$ cat src/rtl/key_event_arbiter.sv
// Serialises per-key press/release/long-press pulses into one valid/ready event stream, served round-robin.
// Optional long-press detection is built only when KEY_EVT_LONG_PRESS_EN is defined.
module key_event_arbiter #(
  parameter int NUM_KEYS    = 4,
  parameter int IDX_W       = $clog2(NUM_KEYS),
  parameter int LONG_CYCLES = 50
) (
  input  logic                clk,
  input  logic                rst,
  input  logic [NUM_KEYS-1:0] press_down,
  input  logic [NUM_KEYS-1:0] press_up,
  output logic                evt_valid,
  input  logic                evt_ready,
  output logic [IDX_W-1:0]    evt_key,
  output logic [1:0]          evt_type,
  output logic [NUM_KEYS-1:0] ovf,
  input  logic                ovf_clr,
  output logic [1:0]          dbg_state_o,
  output logic [IDX_W-1:0]    dbg_ptr_o
);

  // Handshake: an event transfers on a rising clk edge where evt_valid && evt_ready;
  // evt_key/evt_type are held stable while evt_valid && !evt_ready.

  typedef enum logic [1:0] {
    S_IDLE  = 2'd0,
    S_GRANT = 2'd1,
    S_HOLD  = 2'd2
  } state_t;

  localparam logic [1:0] T_DOWN = 2'b00;
  localparam logic [1:0] T_UP   = 2'b01;
  localparam logic [1:0] T_LONG = 2'b10;
  localparam logic [NUM_KEYS-1:0] ONE = {{(NUM_KEYS-1){1'b0}}, 1'b1};

  state_t              state_q, state_d;
  logic [NUM_KEYS-1:0] pend_dn_q, pend_dn_d;
  logic [NUM_KEYS-1:0] pend_up_q, pend_up_d;
  logic [NUM_KEYS-1:0] pend_lg;
  logic [NUM_KEYS-1:0] lg_ovf;
  logic [NUM_KEYS-1:0] ovf_q, ovf_d;
  logic [NUM_KEYS-1:0] grant_oh, clr_dn, clr_up;
  logic [IDX_W-1:0]    ptr_q, ptr_d;
  logic [IDX_W-1:0]    sel_key;
  logic [1:0]          sel_type;
  logic                sel_found;
  logic                any_pend;
  logic                grant;
  logic                xfer;
  logic                evt_valid_q, evt_valid_d;
  logic [IDX_W-1:0]    evt_key_q, evt_key_d;
  logic [1:0]          evt_type_q, evt_type_d;

  assign any_pend = |{pend_dn_q, pend_up_q, pend_lg};
  assign xfer     = evt_valid_q & evt_ready;
  assign grant    = (state_q == S_GRANT) && sel_found;

  // Round-robin search from ptr; within a key, down beats long beats up.
  always_comb begin
    int idx;
    sel_found = 1'b0;
    sel_key   = '0;
    sel_type  = T_DOWN;
    idx       = 0;
    for (int i = 0; i < NUM_KEYS; i++) begin
      idx = int'(ptr_q) + i;
      if (idx >= NUM_KEYS) idx = idx - NUM_KEYS;
      if (!sel_found && (pend_dn_q[idx] || pend_up_q[idx] || pend_lg[idx])) begin
        sel_found = 1'b1;
        sel_key   = IDX_W'(idx);
        if (pend_dn_q[idx])    sel_type = T_DOWN;
        else if (pend_lg[idx]) sel_type = T_LONG;
        else                   sel_type = T_UP;
      end
    end
  end

  assign grant_oh = grant ? (ONE << sel_key) : '0;
  assign clr_dn   = (sel_type == T_DOWN) ? grant_oh : '0;
  assign clr_up   = (sel_type == T_UP)   ? grant_oh : '0;

  // A pulse landing on a flag being granted this cycle re-arms it instead of overflowing.
  assign pend_dn_d = (pend_dn_q & ~clr_dn) | press_down;
  assign pend_up_d = (pend_up_q & ~clr_up) | press_up;
  assign ovf_d     = (press_down & pend_dn_q & ~clr_dn)
                   | (press_up & pend_up_q & ~clr_up)
                   | lg_ovf
                   | (ovf_clr ? '0 : ovf_q);

`ifdef KEY_EVT_LONG_PRESS_EN
  localparam int CNT_W = $clog2(LONG_CYCLES + 1);

  logic [NUM_KEYS-1:0] armed_q, armed_d;
  logic [NUM_KEYS-1:0] pend_lg_q, pend_lg_d;
  logic [NUM_KEYS-1:0] lg_hit;
  logic [NUM_KEYS-1:0] clr_lg;
  logic [CNT_W-1:0]    cnt_q [NUM_KEYS];
  logic [CNT_W-1:0]    cnt_d [NUM_KEYS];

  // The last counted cycle raises pend_lg directly, so the long flag lands LONG_CYCLES after the down flag.
  always_comb begin
    for (int k = 0; k < NUM_KEYS; k++) begin
      lg_hit[k]  = armed_q[k] && (cnt_q[k] == CNT_W'(LONG_CYCLES - 1))
                   && !press_down[k] && !press_up[k];
      armed_d[k] = armed_q[k];
      cnt_d[k]   = cnt_q[k];
      if (press_up[k]) begin
        armed_d[k] = 1'b0;
        cnt_d[k]   = '0;
      end else if (press_down[k]) begin
        armed_d[k] = 1'b1;
        cnt_d[k]   = '0;
      end else if (lg_hit[k]) begin
        armed_d[k] = 1'b0;
        cnt_d[k]   = '0;
      end else if (armed_q[k]) begin
        cnt_d[k]   = cnt_q[k] + 1'b1;
      end
    end
  end

  assign clr_lg    = (sel_type == T_LONG) ? grant_oh : '0;
  assign pend_lg_d = (pend_lg_q & ~clr_lg) | lg_hit;
  assign lg_ovf    = lg_hit & pend_lg_q & ~clr_lg;
  assign pend_lg   = pend_lg_q;

  always_ff @(posedge clk or posedge rst) begin
    if (rst) begin
      armed_q   <= '0;
      pend_lg_q <= '0;
      for (int k = 0; k < NUM_KEYS; k++) cnt_q[k] <= '0;
    end else begin
      armed_q   <= armed_d;
      pend_lg_q <= pend_lg_d;
      for (int k = 0; k < NUM_KEYS; k++) cnt_q[k] <= cnt_d[k];
    end
  end
`else
  assign pend_lg = '0;
  assign lg_ovf  = '0;

  // The hold threshold only matters when long-press detection is built.
  if (LONG_CYCLES < 1) begin : g_long_cycles_unused
  end
`endif

  always_ff @(posedge clk or posedge rst) begin
    if (rst) state_q <= S_IDLE;
    else     state_q <= state_d;
  end

  always_comb begin
    state_d = state_q;
    case (state_q)
      S_IDLE:  if (any_pend) state_d = S_GRANT;
      S_GRANT: state_d = sel_found ? S_HOLD : S_IDLE;
      S_HOLD:  if (xfer) state_d = any_pend ? S_GRANT : S_IDLE;
      default: state_d = S_IDLE;
    endcase
  end

  always_comb begin
    evt_valid_d = evt_valid_q;
    evt_key_d   = evt_key_q;
    evt_type_d  = evt_type_q;
    ptr_d       = ptr_q;
    case (state_q)
      S_GRANT: begin
        if (sel_found) begin
          evt_valid_d = 1'b1;
          evt_key_d   = sel_key;
          evt_type_d  = sel_type;
          ptr_d       = (sel_key == IDX_W'(NUM_KEYS - 1)) ? '0 : sel_key + 1'b1;
        end
      end
      S_HOLD:  if (xfer) evt_valid_d = 1'b0;
      default: evt_valid_d = 1'b0;
    endcase
  end

  always_ff @(posedge clk or posedge rst) begin
    if (rst) begin
      pend_dn_q   <= '0;
      pend_up_q   <= '0;
      ovf_q       <= '0;
      ptr_q       <= '0;
      evt_valid_q <= 1'b0;
      evt_key_q   <= '0;
      evt_type_q  <= T_DOWN;
    end else begin
      pend_dn_q   <= pend_dn_d;
      pend_up_q   <= pend_up_d;
      ovf_q       <= ovf_d;
      ptr_q       <= ptr_d;
      evt_valid_q <= evt_valid_d;
      evt_key_q   <= evt_key_d;
      evt_type_q  <= evt_type_d;
    end
  end

  assign evt_valid   = evt_valid_q;
  assign evt_key     = evt_key_q;
  assign evt_type    = evt_type_q;
  assign ovf         = ovf_q;
  assign dbg_state_o = state_q;
  assign dbg_ptr_o   = ptr_q;

endmodule

$ cat config.mk
export PLATFORM = sky130hd
export DESIGN_NAME = key_event_arbiter
export DESIGN_NICKNAME = d
export VERILOG_FILES = /design/src/rtl/key_event_arbiter.sv
export SDC_FILE = /design/constraint.sdc
export NUM_CORES = 1
export LEC_CHECK = 0
export BUFFER_PORTS_ARGS = -buffer_cell sky130_fd_sc_hd__buf_2
export CORE_ASPECT_RATIO = 1.1
export CORE_UTILIZATION = 55
export CTS_CLUSTER_SIZE = 10
export DETAILED_ROUTE_END_ITERATION = 7
export PLACE_DENSITY = 0.86
export SLEW_MARGIN = 25
export SYNTH_ARGS = -nofsm -noshare
export SYNTH_HDL_FRONTEND = slang
export SYNTH_SLANG_ARGS = --single-unit
$ cat constraint.sdc
create_clock -name clk -period 3.7 [get_ports clk]
set_clock_uncertainty 0.2 [all_clocks]
set_input_delay 1.11 -clock clk [delete_from_list [all_inputs] [get_ports clk]]
set_output_delay 1.11 -clock clk [all_outputs]
set_load 0.005 [all_outputs]
Yosys cells after proc, flatten, opt, wreduce, memory -nomap -nowiden
Index checks and enable logic that the tools add are counted.
- register bits after elaboration: 21
- output and inout bits: 13
- logic and storage cells: 139
- add/sub/neg operators: 8
- $lt $le $gt $ge: 8
- eq/ne operators: 7
- shifts and indexed selects: 1
- multiplexer cells: 73
- bitwise gates (word level): 13
- reduce and logical (&&, ||, !) cells: 21
- operators with widths (cell ; count):
    32-bit by 4-bit less-than comparator with 1-bit output, second input constant ; 4
    32-bit two-way mux ; 4
    2-bit two-way mux ; 20
    1-bit two-way mux ; 31
    4-bit bitwise AND ; 6
    1-bit binary-select mux with 2-bit select ; 12
    4-bit two-way mux ; 4
    4-bit OR ; 4
    3-bit by 3-bit subtractor with 4-bit output, second input constant ; 3
    3-bit >= comparator, second input constant ; 3
    1-bit logical OR ; 8
    4-bit NOT ; 2
    8-bit OR reduction ; 1
    2-bit by 2-bit adder with 3-bit output, second input constant ; 2
    2-bit != test, second input constant ; 3
    2-bit case mux with 3 select lines ; 1
    2-bit AND reduction ; 3
    2-bit by 1-bit equality test with 1-bit output, second input constant ; 2
    2-bit equality test, second input constant ; 2
    1-bit logical AND ; 4
    2-bit logical NOT ; 2
    1-bit by 2-bit << shifter with 4-bit output, first input constant ; 1
    2-bit by 3-bit subtractor with 4-bit output, second input constant ; 1
    2-bit by 1-bit adder with 3-bit output, second input constant ; 1
    other kinds (5) ; 7

Logic depth before layout (Yosys ltp)
Gate-level depths: netlist (run 1).
- word-level depth: 24
- depth in mapped cells: 11

Least setup slack after synthesis (run 1)
Ideal clock, no wire load.
- kind: reg2reg
- from: register ptr_q[0], in the netlist dbg_ptr_o[0]
- to: register ptr_q[1], in the netlist dbg_ptr_o[1]
- arrival: 2.364 ns
- slack: 1.011 ns
- cell stages (with the launch flop): 10
- buffers on the path: 2
- cells stage by stage: dfrtp_1 > buf_6 > buf_2 > mux4_2 > or2_4 > o21bai_4 > mux2i_2 > inv_1 > ha_1 > mux2_2
- cells in the longest elaborated chain, start to end: 19
- ends and longest elaborated chain (element ; line ; RTL):
    start, declared ; 43 ; logic [IDX_W-1:0] ptr_q, ptr_d;
    start signal, assigned ; 194 ; ptr_q <= ptr_d;
    branches (longest 16 deep; another with 3-bit by 3-bit subtractor with 4-bit output) ; - ;
    2-bit two-way mux (*) ; 68 ; if (!sel_found && (pend_dn_q[idx] || pend_up_q[idx] || pend_lg[idx])) begin
    via sel_key[0] ; 44 ; logic [IDX_W-1:0] sel_key;
    2-bit by 1-bit adder with 2-bit output or 2-bit equality test (tied branches) ; 173 ; ptr_d = (sel_key == IDX_W'(NUM_KEYS - 1)) ? '0 : sel_key + 1'b1;
    2-bit two-way mux (*) ; 173 ;
Mark *: on every way through the listed nets, which the timed path passes. The select of a mux whose other input is x is not followed.
A chain may end at the register's enable or synchronous reset.

Worst setup path after layout (run 1)
- from: register ptr_q[0], in the netlist dbg_ptr_o[0]
- to: register ovf_q[1], in the netlist ovf[1]
- cells in the longest elaborated chain, start to end: 24
- ends and longest elaborated chain (element ; line ; RTL):
    branches (longest 16 deep; another with 3-bit by 3-bit subtractor with 4-bit output) ; - ;
    2-bit two-way mux (*) ; 68 ;
    via sel_key[0] ; 44 ;
    1-bit by 2-bit << shifter with 4-bit output (*) ; 78 ; assign grant_oh = grant ? (ONE << sel_key) : '0;
    4-bit two-way mux (*) ; 78 ;
    4-bit two-way mux (on tied branches) ; 79, 80 ;
    4-bit NOT (on tied branches) ; 85, 86 ;
    4-bit bitwise AND (on tied branches) ; 85, 86 ;
    4-bit OR (*) ; 86 ; | (press_up & pend_up_q & ~clr_up)
    4-bit OR (*) ; 88 ; | (ovf_clr ? '0 : ovf_q);
    via ovf_d[1] ; 41 ; logic [NUM_KEYS-1:0] ovf_q, ovf_d;
    end signal, assigned ; 193 ; ovf_q <= ovf_d;
    end, declared ; 41 ;
Marks and branches as above.

==> impl_metrics.tcl, run 1 <==
set metrics [dict create \
    status "complete, no violations" \
    root_buffer "clkbuf_4" \
    rsz0062_at_grt "no" \
    timing.hold.ws_ns 0.3218 \
    synthesis.nets 153 \
    synth_top_cell_area_share 0.3518 \
    synth-async-reset-ratio 1.000 \
    seq_area_frac_synth 0.3518 \
    grt_util_all_layers 0.2610 \
    cp-end-kind "flip-flop" \
    place_congestion 0.8936 \
    power_w 0.0009607 \
    grt_pass1_wl_um 5609 \
    finalCritPeriodShare 0.8633 \
    start_kind "flip-flop" \
    cts_resized 0 \
    core_um2 2342 \
    first_global_vias 1172 \
    drt-wirelength-per-cell_um 17.19 \
    synth_seq_cells 20 \
    drive_gt1_frac 0.3097 \
    postSynthAreaPerCell_um2 10.38 \
    netlist_instances 137 \
    postRouteAntennaNets 0 \
    ctsHtreeMaxLevel 1 \
    setup_ws_ns 0.5058 \
    final-seq-area_um2 500.5 \
    pwr-share-seq 0.416 \
    r2r-end "ovf[1]" \
    hold_violations 0 \
    diodes 0 \
    worst-r2r-cell-count 9 \
    ys.warnings.count 0 \
    critPathTopFamily "multiplexers" \
    hold_path_class "flip-flop to flip-flop" \
    path_clk_slew_ns 0.10 \
    powerDensity_nw_per_um2 623.2 \
    final_util 0.6581 \
    crit_buf_inv 1 \
    cp_num_cells 9 \
    cap_violations 0 \
    cp.arrival_ns 3.22 \
    synthToLayoutAreaGrowth_pct 8.355 \
    min-delay-start "ovf[1]" \
    initial_utilization 0.6074 \
    vias 1196 \
    dr.pass1.iters 4 \
    post-route-min-period_ns 3.194 \
    die_x_um 50.49 \
    reg2reg_from "dbg_ptr_o[0]" \
    portBuffers 23 \
    synth_edf_count 0 \
    path_cells "mux4_2 > or2_4 > o21bai_4 > mux2i_2 > inv_1 > ha_1 > a22oi_1 > a21oi_1 > o211ai_2" \
    leakagePower_nw 0.6254 \
    fill_cells 189 \
    synth.area.top_cells "dfrtp_1 (35%), mux4_2 (13%), ha_1 (3.5%)" \
    cts_setup_buffers 0 \
    min_delay_worst_endpoint "ovf[1]" \
    combPwrFrac 0.480 \
    cp_slowest_cell "dfrtp_1" \
    p_sw_frac 0.4318 \
    drc 0 \
    slew_viol_final 0 \
    insertion_delay_ns 0.30 \
    path_class "flip-flop to flip-flop" \
    cpPeakStageDelay_ns 0.76 \
    yosysUniqueCellTypes 41 \
    holdPathStages 2 \
    fmax_ghz 0.3131 \
    multi_input_area_um2 820.8 \
    grt-ovfl-total 0 \
    synth_ff_type "dfrtp_1" \
    viasPerCell 6.465 \
    clkPwrFrac 0.104 \
    yosysTopAreaCell "dfrtp_1" \
    cts_buffers 3 \
    tightestPinTransition_ns 0.7637 \
    regToRegSetupSlack_ns 0.51 \
    wl_um 3180 \
    dp_slack_ns 0.5347 \
    tns_ns 0 \
    dp_hpwl_um 2309 \
    antenna_found_initial 0 \
    die-area_um2 2794 \
    required_ns 3.73 \
    p_switching_w 0.0004148 \
    cts_sinks 20 \
    row_count 18 \
    internal_power_w 0.0005459 \
    grt_max_degree 21 \
    drt-initial-drc-count 49 \
    clockBufferDepth 2 \
    peakVddDrop_v 0.0005761 \
    ioPinCount 25 \
    tritoncts "yes" \
    setup_viol 0 \
    syn_area_um2 1423 \
    fin_nets 173 \
    crit_fanout 17 \
    slew_headroom 0.4903 \
    hold_buffers 0 \
    die_h_um 55.34 \
]
## worst max path at each step
stage	from	to	slack, ns
after floorplan	dbg_ptr_o[0]	dbg_ptr_o[1]	1.01
after global placement	dbg_ptr_o[0]	dbg_ptr_o[1]	0.56
after detailed placement	dbg_ptr_o[0]	dbg_ptr_o[1]	0.53
after CTS	dbg_ptr_o[0]	dbg_ptr_o[1]	0.50
after global routing	dbg_ptr_o[0]	ovf[1]	0.26
final	dbg_ptr_o[0]	ovf[1]	0.51
## placed cells by master (no fill, tap or decap), types with 8 or more instances in the layout
cell type	instances
a21oi_1	8
buf_2	23
dfrtp_1	20
inv_1	10
mux4_2	8
nand2_1	10
nor2_1	11
## area by class of cell
type / count / area share
Timing Repair Buffer: 24 / 0.07955
Multi-Input combinational cell: 98 / 0.5325
Sequential cell: 20 / 0.3247
Inverter: 10 / 0.02435
Clock buffer: 3 / 0.01461
Tap cell: 30 / 0.02435
## flip-flops by register name, summed over array words and instances (netlist names)
| signal | count |
|---|---|
| ovf | 4 |
| pend_dn_q | 4 |
| pend_up_q | 4 |
| dbg_ptr_o | 2 |
| dbg_state_o | 2 |
| evt_key | 2 |
| evt_type | 1 |
| evt_valid | 1 |
## through the flow
stage	instance area (µm²)	cells
after CTS	1541	185
after detailed placement	1519	182
after global placement	1519	182
after floorplan	1423	137
after global routing	1541	185
final	1541	185
## power by group through the flow
stage	combinational [W]	sequential (W)	clock [W]
6_report	0.000462	0.000400	0.0000996
5_1_grt	0.000512	0.000419	0.000110
4_1_cts	0.000464	0.000399	0.000103
3_5_place_dp	0.000454	0.000405	0
3_3_place_gp	0.000444	0.000395	0
2_1_floorplan	0.000404	0.000338	0
## Yosys cell counts, types with 2 or more instances
cell,n
o21ai_0,3
nand2_1,10
inv_1,10
a21o_1,4
a21oi_2,2
nand2b_1,2
mux2_2,2
o21bai_1,4
or2_4,2
buf_6,3
nor2b_1,2
a22oi_1,4
o211ai_2,4
ha_1,4
nor4_1,4
o211ai_1,4
clkbuf_1,2
nor2_1,11
a21oi_1,8
mux4_2,8
a41oi_1,4
dfrtp_1,20
buf_2,2
## cell families (layout without fill, tap and decap cells)
family / Yosys count / in the layout / synth area share
multiplexers: 11 / 11 / 0.1521
buffers and inverters: 19 / 37 / 0.07124
AND/OR/NAND/NOR: 38 / 38 / 0.1407
adder cells (fa/ha/maj): 4 / 4 / 0.03518
other: 1 / 1 / 0.002636
flip-flops: 20 / 20 / 0.3518
AO/OA/AOI/OAI: 44 / 44 / 0.2463
## metal layers
layer / wire length (µm) / up-vias / GRT usage
li1: - / 547 / -
met1: 1368 / 597 / 0.3766
met2: 1621 / 47 / 0.4152
met3: 161 / 5 / 0.02755
met4: 29 / 0 / 0.07143
met5: 0 / - / 0
## tightest hold or removal path: stages (launching register included)
cell	delay, ns
dfrtp_1	0.36
a21oi_1	0.08
o211ai_2	0.06
No activity file was read; power rests on OpenSTA's default activity.
==> run 2, diff against run 1 <==
--- a/config.mk
+++ b/config.mk
@@ -7,10 +7,12 @@
 export LEC_CHECK = 0
 export BUFFER_PORTS_ARGS = -buffer_cell sky130_fd_sc_hd__buf_2
 export CORE_ASPECT_RATIO = 1.1
-export CORE_UTILIZATION = 55
+export CORE_UTILIZATION = 58
+export CTS_BUF_LIST = sky130_fd_sc_hd__clkbuf_8
 export CTS_CLUSTER_SIZE = 10
 export DETAILED_ROUTE_END_ITERATION = 7
-export PLACE_DENSITY = 0.86
+export PLACE_DENSITY = 0.89
+export REMOVE_ABC_BUFFERS = 1
 export SLEW_MARGIN = 25
 export SYNTH_ARGS = -nofsm -noshare
 export SYNTH_HDL_FRONTEND = slang
==> run 2 against run 1 <==
Compared with the run above:
- flip-flop and latch count unchanged
- sequential power up 1%
- combinational power down 0.9%
- total power up 4.7%
- worst hold slack worse by 0.013 ns
- count of clock-buffer cells in the layout unchanged
- sequential share of layout area down 0.39 points
- non-clock buffer count unchanged
- die area down 5.0%
- cell count unchanged
- worst setup slack better by 0.0078 ns
- maximum frequency up 0.25%
- critical endpoint is now dbg_ptr_o[1]
- largest cell class unchanged
- largest power group unchanged
==> impl_metrics.tcl, run 2 (synthesis results as in run 1) <==
set metrics [dict create \
    slew_headroom 0.4940 \
    path_class "flip-flop to flip-flop" \
    dr.pass1.iters 4 \
    post-route-min-period_ns 3.186 \
    die_x_um 49.22 \
    cp.arrival_ns 3.13 \
    met3_length_um 97 \
    wl_um 3066 \
    dp_slack_ns 0.5658 \
    cts_resized 0 \
    crit_fanout 17 \
    cp-end-kind "flip-flop" \
    cap_violations 0 \
    viasPerCell 6.205 \
    routed.top_layer "met4" \
    multi_input_area_um2 820.8 \
    initial_utilization 0.6254 \
    final_area_um2 1560 \
    mostFrequentLayoutCells "buf_2 (23), dfrtp_1 (20), nor2_1 (11), nand2_1 (10), inv_1 (10)" \
    powerDensity_nw_per_um2 644.6 \
    drive_gt1_frac 0.3097 \
    tightestPinTransition_ns 0.7582 \
    clockBufferDepth 2 \
    place_congestion 0.9375 \
    diodes 0 \
    die-area_um2 2655 \
    start_kind "flip-flop" \
    ctsHtreeMaxLevel 1 \
    cts_buffers 3 \
    synthToLayoutAreaGrowth_pct 9.675 \
    grt_pass1_wl_um 5099 \
    dr_wl_met2_um 1542 \
    layout_commonest_cell "buf_2" \
    grt-ovfl-total 0 \
    hold_path_class "flip-flop to flip-flop" \
    cts_setup_buffers 0 \
    insertion_delay_ns 0.26 \
    setup_viol 0 \
    dp_hpwl_um 2223 \
    tritoncts "yes" \
    die_h_um 53.94 \
    fmax_ghz 0.3138 \
    row_count 18 \
    cts_sinks 20 \
    hold_violations 0 \
    final_util 0.6859 \
    met1_length_um 1391 \
    required_ns 3.65 \
    worst-r2r-cell-count 7 \
    path_clk_slew_ns 0.07 \
    peakVddDrop_v 0.0005400 \
    postRouteAntennaNets 0 \
    core_um2 2275 \
    fin_nets 173 \
    portBuffers 23 \
    rsz0062_at_grt "no" \
    place_area_um2 1519 \
    status "complete, no violations" \
    slew_viol_final 0 \
    leakagePower_nw 0.6331 \
    first_global_vias 1045 \
    finalCritPeriodShare 0.8612 \
    drt-initial-drc-count 24 \
    holdPathStages 2 \
    drc 0 \
    power_w 0.001006 \
    fill_cells 181 \
    grt_max_degree 21 \
    root_buffer "clkbuf_8" \
    ioPinCount 25 \
    grt_util_all_layers 0.2622 \
    hold_buffers 0 \
    setup_ws_ns 0.5136 \
    drt-wirelength-per-cell_um 16.57 \
    final-seq-area_um2 500.5 \
    tns_ns 0 \
    antenna_found_initial 0 \
    vias 1148 \
]
[run 2: cell types whose count changed in the layout (fill, tap and decap cells not counted)]
| cell | before | now |
|---|---|---|
| clkbuf_8 | 0 | 3 |
| clkbuf_4 | 3 | 0 |
[run 2: final timing paths]
path,startpoint,end,slack (ns)
worst max-delay path,dbg_ptr_o[0],dbg_ptr_o[1],0.51
worst min-delay path,ovf[3],ovf[3],0.31
worst max register to register,dbg_ptr_o[0],dbg_ptr_o[1],0.51
worst min register to register,ovf[3],ovf[3],0.31
max in group asynchronous,rst,pend_dn_q[2],2.05
min in group asynchronous,rst,evt_type[0],0.77
[run 2: area by class of cell]
| type | count | area share |
|---|---|---|
| Inverter | 10 | 0.02406 |
| Tap cell | 30 | 0.02406 |
| Sequential cell | 20 | 0.3208 |
| Timing Repair Buffer | 24 | 0.07859 |
| Clock buffer | 3 | 0.02646 |
| Multi-Input combinational cell | 98 | 0.5261 |
[run 2: stage by stage]
stage | instances | hold WS (ns)
global route | 185 | 0.3426
floorplan | 128 | 0.2874
detailed placement | 182 | 0.2937
global placement | 182 | 0.2804
finish | 185 | 0.3091
CTS | 185 | 0.3107
[run 2: report_power, final]
group | internal, W | switching, W
registers | 0.000281 | 0.000123
clock network | 0.0000726 | 0.0000708
logic | 0.000228 | 0.000230
total | 0.000582 | 0.000423
[run 2: per-layer routing]
| layer | vias to the layer above | global-route usage |
|---|---|---|
| met3 | 5 | 0.04520 |
| met2 | 29 | 0.4315 |
| met4 | 0 | 0.07353 |
| met1 | 564 | 0.3600 |
| li1 | 550 | - |
| met5 | - | 0 |
[run 2: worst max-delay path: stages, from the launching register on]
cell     delay, ns
dfrtp_1       0.75
mux4_2        0.63
or2_1         0.27
a221o_1       0.37
a21oi_2       0.21
inv_1         0.09
ha_1          0.29
mux2_2        0.27
